`config.mk`:
```
export PLATFORM = sky130hd
export DESIGN_NAME = logic_unit_reg
export DESIGN_NICKNAME = d
export VERILOG_FILES = /design/src/rtl/logic_unit_pkg.sv /design/src/rtl/logic_unit_comb.sv /design/src/rtl/logic_unit_reg.sv
export SDC_FILE = /design/constraint.sdc
export NUM_CORES = 1
export LEC_CHECK = 0
export CAP_MARGIN = 20
export CORE_ASPECT_RATIO = 0.5
export CORE_MARGIN = 1
export CORE_UTILIZATION = 35
export CTS_BUF_LIST = sky130_fd_sc_hd__clkbuf_16
export CTS_CLUSTER_SIZE = 20
export DETAILED_ROUTE_END_ITERATION = 8
export HOLD_SLACK_MARGIN = 0.02
export SLEW_MARGIN = 20
export SYNTH_ARGS = -nofsm -noshare
export SYNTH_HDL_FRONTEND = slang
export SYNTH_SLANG_ARGS = --single-unit
```
`constraint.sdc`:
```
create_clock -name clk -period 2.7 [get_ports clk]
set_input_delay 0.405 -clock clk [delete_from_list [all_inputs] [get_ports clk]]
set_output_delay 0.405 -clock clk [all_outputs]
set_load 0.01 [all_outputs]
```
`src/rtl/logic_unit_pkg.sv`:
```
// rtl/logic_unit_pkg.sv - opcode encoding and reserved-opcode test for the registered logic unit
package logic_unit_pkg;

  localparam int unsigned OP_W = 3;

  typedef enum logic [OP_W-1:0] {
    OP_NAND = 3'd0,
    OP_INV  = 3'd1,
    OP_AND  = 3'd2,
    OP_OR   = 3'd3,
    OP_XOR  = 3'd4,
    OP_PASS = 3'd5
  } op_e;

  function automatic logic is_reserved(input logic [OP_W-1:0] op);
    return (op > 3'd5);
  endfunction

endpackage

```
`src/rtl/logic_unit_comb.sv`:
```
// rtl/logic_unit_comb.sv - combinational WIDTH-bit gate set: (op, a, b) -> (res, err)
module logic_unit_comb
  import logic_unit_pkg::*;
#(
  parameter int unsigned WIDTH = 8
) (
  input  logic [OP_W-1:0]  op_i,
  input  logic [WIDTH-1:0] a_i,
  input  logic [WIDTH-1:0] b_i,
  output logic [WIDTH-1:0] res_o,
  output logic             err_o
);

  always_comb begin
    res_o = '0;
    err_o = is_reserved(op_i);
    case (op_i)
      OP_NAND: res_o = ~(a_i & b_i);
      OP_INV:  res_o = ~a_i;
      OP_AND:  res_o = a_i & b_i;
      OP_OR:   res_o = a_i | b_i;
      OP_XOR:  res_o = a_i ^ b_i;
      OP_PASS: res_o = b_i;
      default: res_o = '0;
    endcase
  end

endmodule

```
`src/rtl/logic_unit_reg.sv`:
```
// rtl/logic_unit_reg.sv - registered logic unit with handshake, one-entry output and accumulator
// Optional saturating op/error counters under LOGIC_UNIT_REG_STATS_EN.
module logic_unit_reg
  import logic_unit_pkg::*;
#(
  parameter int unsigned      WIDTH    = 8,
  parameter logic [WIDTH-1:0] ACC_INIT = '0
) (
  input  logic             clk,
  input  logic             rst_n,
  input  logic             in_valid,
  output logic             in_ready,
  input  logic [OP_W-1:0]  in_op,
  input  logic             in_use_acc,
  input  logic [WIDTH-1:0] in_a,
  input  logic [WIDTH-1:0] in_b,
  input  logic             acc_clr,
  output logic             out_valid,
  input  logic             out_ready,
  output logic [WIDTH-1:0] out_res,
  output logic             out_zero,
  output logic             out_err,
  output logic [WIDTH-1:0] acc
`ifdef LOGIC_UNIT_REG_STATS_EN
  ,
  output logic [15:0]      stat_ops,
  output logic [15:0]      stat_err
`endif
);

  logic             valid_q, valid_d;
  logic [WIDTH-1:0] res_q, res_d;
  logic             zero_q, zero_d;
  logic             err_q, err_d;
  logic [WIDTH-1:0] acc_q, acc_d;

  logic             accept;
  logic [WIDTH-1:0] op_a;
  logic [WIDTH-1:0] comb_res;
  logic             comb_err;

  assign in_ready = !valid_q || out_ready;
  assign accept   = in_valid && in_ready;
  assign op_a     = in_use_acc ? acc_q : in_a;

  logic_unit_comb #(.WIDTH(WIDTH)) u_comb (
    .op_i  (in_op),
    .a_i   (op_a),
    .b_i   (in_b),
    .res_o (comb_res),
    .err_o (comb_err)
  );

  always_comb begin
    valid_d = valid_q;
    res_d   = res_q;
    zero_d  = zero_q;
    err_d   = err_q;
    if (accept) begin
      valid_d = 1'b1;
      res_d   = comb_res;
      zero_d  = (comb_res == '0);
      err_d   = comb_err;
    end else if (valid_q && out_ready) begin
      valid_d = 1'b0;
    end
  end

  // Clear wins over the accept's update; the accepted op already read the old value.
  always_comb begin
    acc_d = acc_q;
    if (acc_clr) begin
      acc_d = ACC_INIT;
    end else if (accept && !comb_err) begin
      acc_d = comb_res;
    end
  end

  always_ff @(posedge clk or negedge rst_n) begin
    if (!rst_n) begin
      valid_q <= 1'b0;
      res_q   <= '0;
      zero_q  <= 1'b0;
      err_q   <= 1'b0;
      acc_q   <= ACC_INIT;
    end else begin
      valid_q <= valid_d;
      res_q   <= res_d;
      zero_q  <= zero_d;
      err_q   <= err_d;
      acc_q   <= acc_d;
    end
  end

  assign out_valid = valid_q;
  assign out_res   = res_q;
  assign out_zero  = zero_q;
  assign out_err   = err_q;
  assign acc       = acc_q;

`ifdef LOGIC_UNIT_REG_STATS_EN
  logic [15:0] stat_ops_q, stat_ops_d;
  logic [15:0] stat_err_q, stat_err_d;

  always_comb begin
    stat_ops_d = stat_ops_q;
    stat_err_d = stat_err_q;
    if (accept && (stat_ops_q != 16'hFFFF)) begin
      stat_ops_d = stat_ops_q + 16'd1;
    end
    if (accept && comb_err && (stat_err_q != 16'hFFFF)) begin
      stat_err_d = stat_err_q + 16'd1;
    end
  end

  always_ff @(posedge clk or negedge rst_n) begin
    if (!rst_n) begin
      stat_ops_q <= '0;
      stat_err_q <= '0;
    end else begin
      stat_ops_q <= stat_ops_d;
      stat_err_q <= stat_err_d;
    end
  end

  assign stat_ops = stat_ops_q;
  assign stat_err = stat_err_q;
`endif

endmodule

```
==> results.yml <==
grt:
  grt_pass1_wl_um: 6560
  antenna_found_initial: 0
  groute.usage.overall_pct: 18.1
  grt-ovfl-total: 0
  grt_start_max_net_pins: 20
  grt_pass1_vias: 1293
power:
  power_density_mw_per_mm2: 428
  pwr-share-comb_pct: 33.0
  ir_worst_vdd_mv: 0.301
  p_switching_uw: 268
  pwr-share-seq_pct: 35.0
  swShare_pct: 28.2
  p_leak_uw: 0.00108
  intPower_uw: 683
  clock_power_share_pct: 32.0
timing:
  fmax_mhz: 402
  tightest_slew_ns: 0.821
  finalCritPeriodShare_pct: 92.2
  hold_viol: 0
  slew_headroom_pct: 45.1
  finalClockSkew_ns: 0.00440
  setup_viol: 0
  setup_slack_ns: 0.211
  period_needed_ns: 2.49
  slew_viol_final: 0
  rsz0062_at_grt: "false"
logic_synthesis:
  avgSynthCellArea_sq_um: 8.81
  yosysSeqAreaShare_pct: 31.0
  synthTopCellsByArea: "dfrtp_1 31%, ha_1 13%, nand2_1 8.1%"
  synth_xor_area_share_pct: 0.571
  ys_warn_count: 0
  ys_seq_elements: 19
  synth_top_cells_by_count: "33 x nand2_1, 19 x dfrtp_1, 17 x inv_1"
  ys.flop_type: "dfrtp_1"
  synth_area_sq_mm: 0.00153
  synth_compound_gate_area_share_pct: 16.2
  synthArstFlopShare_pct: 100
  synthesis.nets: 215
  synth-edff-count: 0
  synth_top_area_share_pct: 31.0
  synthMuxAreaShare_pct: 7.76
  synthAdderAreaFrac_pct: 13.1
  syn_inst: 174
  yosysUniqueCellTypes: 48
  synth_top_cell_by_area: "dfrtp_1"
  synth_top_family_by_area: "simple AND/OR/NAND/NOR gates"
  yosysMostFrequentCell: "nand2_1"
  synthSimpleGateAreaFrac_pct: 23.6
worst_setup_path:
  worstSetupStartpointType: "input pin"
  crit_family: "compound AO/OA/AOI/OAI gates"
  critPathCaptureType: "flop"
  critical_path.cell_chain: "clkdlybuf4s50_1, mux2_2, inv_1, ha_1, a221o_1, a221o_1, nor3_1, a32o_1"
  crit_arrival_ns: 2.68
  crit_slowest_cell: "clkdlybuf4s50_1"
  crit_buf_inv: 2
  path_class: "in -> reg"
  critPathMaxFanout: 2
  crit_path_max_incr_delay_ns: 0.53
  crit_top_cell: "a221o_1"
  worst-endpoint-required_ns: 2.89
clocking:
  cts_setup_buffers: 0
  cts_buffers: 3
  cts.path.max_buffers: 2
  cts.sinks: 19
  ctsHoldBuffers: 0
  cts_root_buffer: "clkbuf_16"
  cts.reportedPaths.clkPinSlew_ns: 0.06
  cts_tree: "built"
  htreeDepth: 1
  ctsResizeCount: 0
  clk_latency_ns: 0.25
run:
  drv_cap: 0
floorplanning:
  die_w_um: 95.6
  die_area_sq_mm: 0.00466
  die_h_um: 48.8
  io_pins: 45
  core_sq_mm: 0.00404
  start_util_pct: 37.9
  rows: 16
routing:
  dr_total_vias: 1456
  drcViolationCount: 0
  wl_per_cell_um: 13.7
  first_pass_iters: 4
  routed_via_density: 5.11
  wl_um: 3890
  ant_nets: 0
  drt-initial-drc-count: 59
place:
  gp_congestion: 0.821
  io_buffers: 44
  hpwl_um: 3110
  dp_cells: 281
  post-place-ws_ns: -0.0464
final_layout:
  antenna_cells: 0
  nNetsFinal: 273
  nFillCells: 382
  fin_cells: 285
  area_growth_pct: 45.1
  drive_above_1_share_pct: 14.3
status:
  status: "completed"
hold_path:
  worstHoldPathType: "reg -> reg"
[metal layers]
metal / GRT usage (%) / share of wire [%] / vias to the layer above
met5: 0 / 0 / -
met4: 2.24 / 0.39 / 0
met3: 3.74 / 5.0 / 2
met2: 24.8 / 40 / 31
met1: 29.3 / 54 / 695
li1: - / - / 728
[worst reg2reg max path, delay by kind of cell, from the launching register on]
family | cells | cell delay (ns)
muxes | 1 | 0.29
DFF | 1 | 0.40
buffers and inverters | 1 | 0.08
adders and majority gates | 1 | 0.23
and+or+nand+nor | 1 | 0.20
AOI/OAI and AO/OA | 3 | 0.87
[cell usage in the layout, fill, tap and decap left out, drive strengths merged, types with 3 or more instances in the layout]
cell / synthesis / layout
nor4bb: 5 / 5
clkdlybuf4s50: 0 / 44
nand2: 33 / 33
inv: 18 / 18
a21oi: 9 / 9
nor2b: 6 / 6
buf: 7 / 19
dfrtp: 19 / 19
nor3: 4 / 4
ha: 16 / 16
a32o: 3 / 3
clkbuf: 3 / 3
mux2i: 7 / 7
nor2: 4 / 4
[metrics by stage]
stage | power (uW) | TNS, ns | utilization (%) | area, sq um | hold slack, ns
finish | 951 | 0 | 55.0 | 2220 | 0.471
global route | 1000 | 0 | 55.0 | 2220 | 0.502
CTS | 955 | 0 | 55.0 | 2220 | 0.478
detailed placement | 652 | -0.0464 | 53.0 | 2140 | 0.462
global placement | 648 | -0.0508 | 53.0 | 2140 | 0.460
floorplan | 486 | 0 | - | 1530 | 0.109
[cell families (layout without fill, tap and decap cells)]
logic type,Yosys count,after routing
XOR/XNOR,1,1
multiplexers,10,10
AO/OA/AOI/OAI,33,33
flip-flops,19,19
adder cells (fa/ha/maj),16,16
AND/OR/NAND/NOR,67,67
buffers and inverters,28,85
[final cells by class]
cell class,count,area (sq um),share of cell area (%)
clock buffer,3,75.1,3.38
clock inverter,1,5.00,0.225
inverter,18,67.6,3.04
tap,54,67.6,3.04
sequential,19,475,21.4
timing repair buffer,63,596,26.8
multi-input combinational,127,937,42.1
[sequential cells by signal (all words and copies together) (netlist names)]
| register | count |
|---|---|
| acc | 8 |
| out_res | 8 |
| out_err | 1 |
| out_valid | 1 |
| out_zero | 1 |
[power groups by stage]
stage	combinational, uW	clock [uW]	sequential (uW)
after floorplan	137	0	349
after global placement	312	0	337
after detailed placement	314	0	337
after CTS	317	305	333
after global routing	348	319	337
final	314	304	333
[worst paths after layout]
kind                                        start  slack [ns]  cells after the start                endpoint
max in group asynchronous                   rst_n        1.56                      1      acc[0]$_DFFE_PN0P_
max                                    in_use_acc        0.21                      8    out_zero$_DFFE_PN0P_
min                        out_res[5]$_DFFE_PN0P_        0.47                      2  out_res[5]$_DFFE_PN0P_
max reg2reg                    acc[7]$_DFFE_PN0P_        0.58                      7    out_zero$_DFFE_PN0P_
min in group asynchronous                   rst_n        0.63                      1   out_valid$_DFFE_PN0P_
min reg2reg                out_res[5]$_DFFE_PN0P_        0.47                      2  out_res[5]$_DFFE_PN0P_
Note: power is estimated with default switching activity, not from simulation.
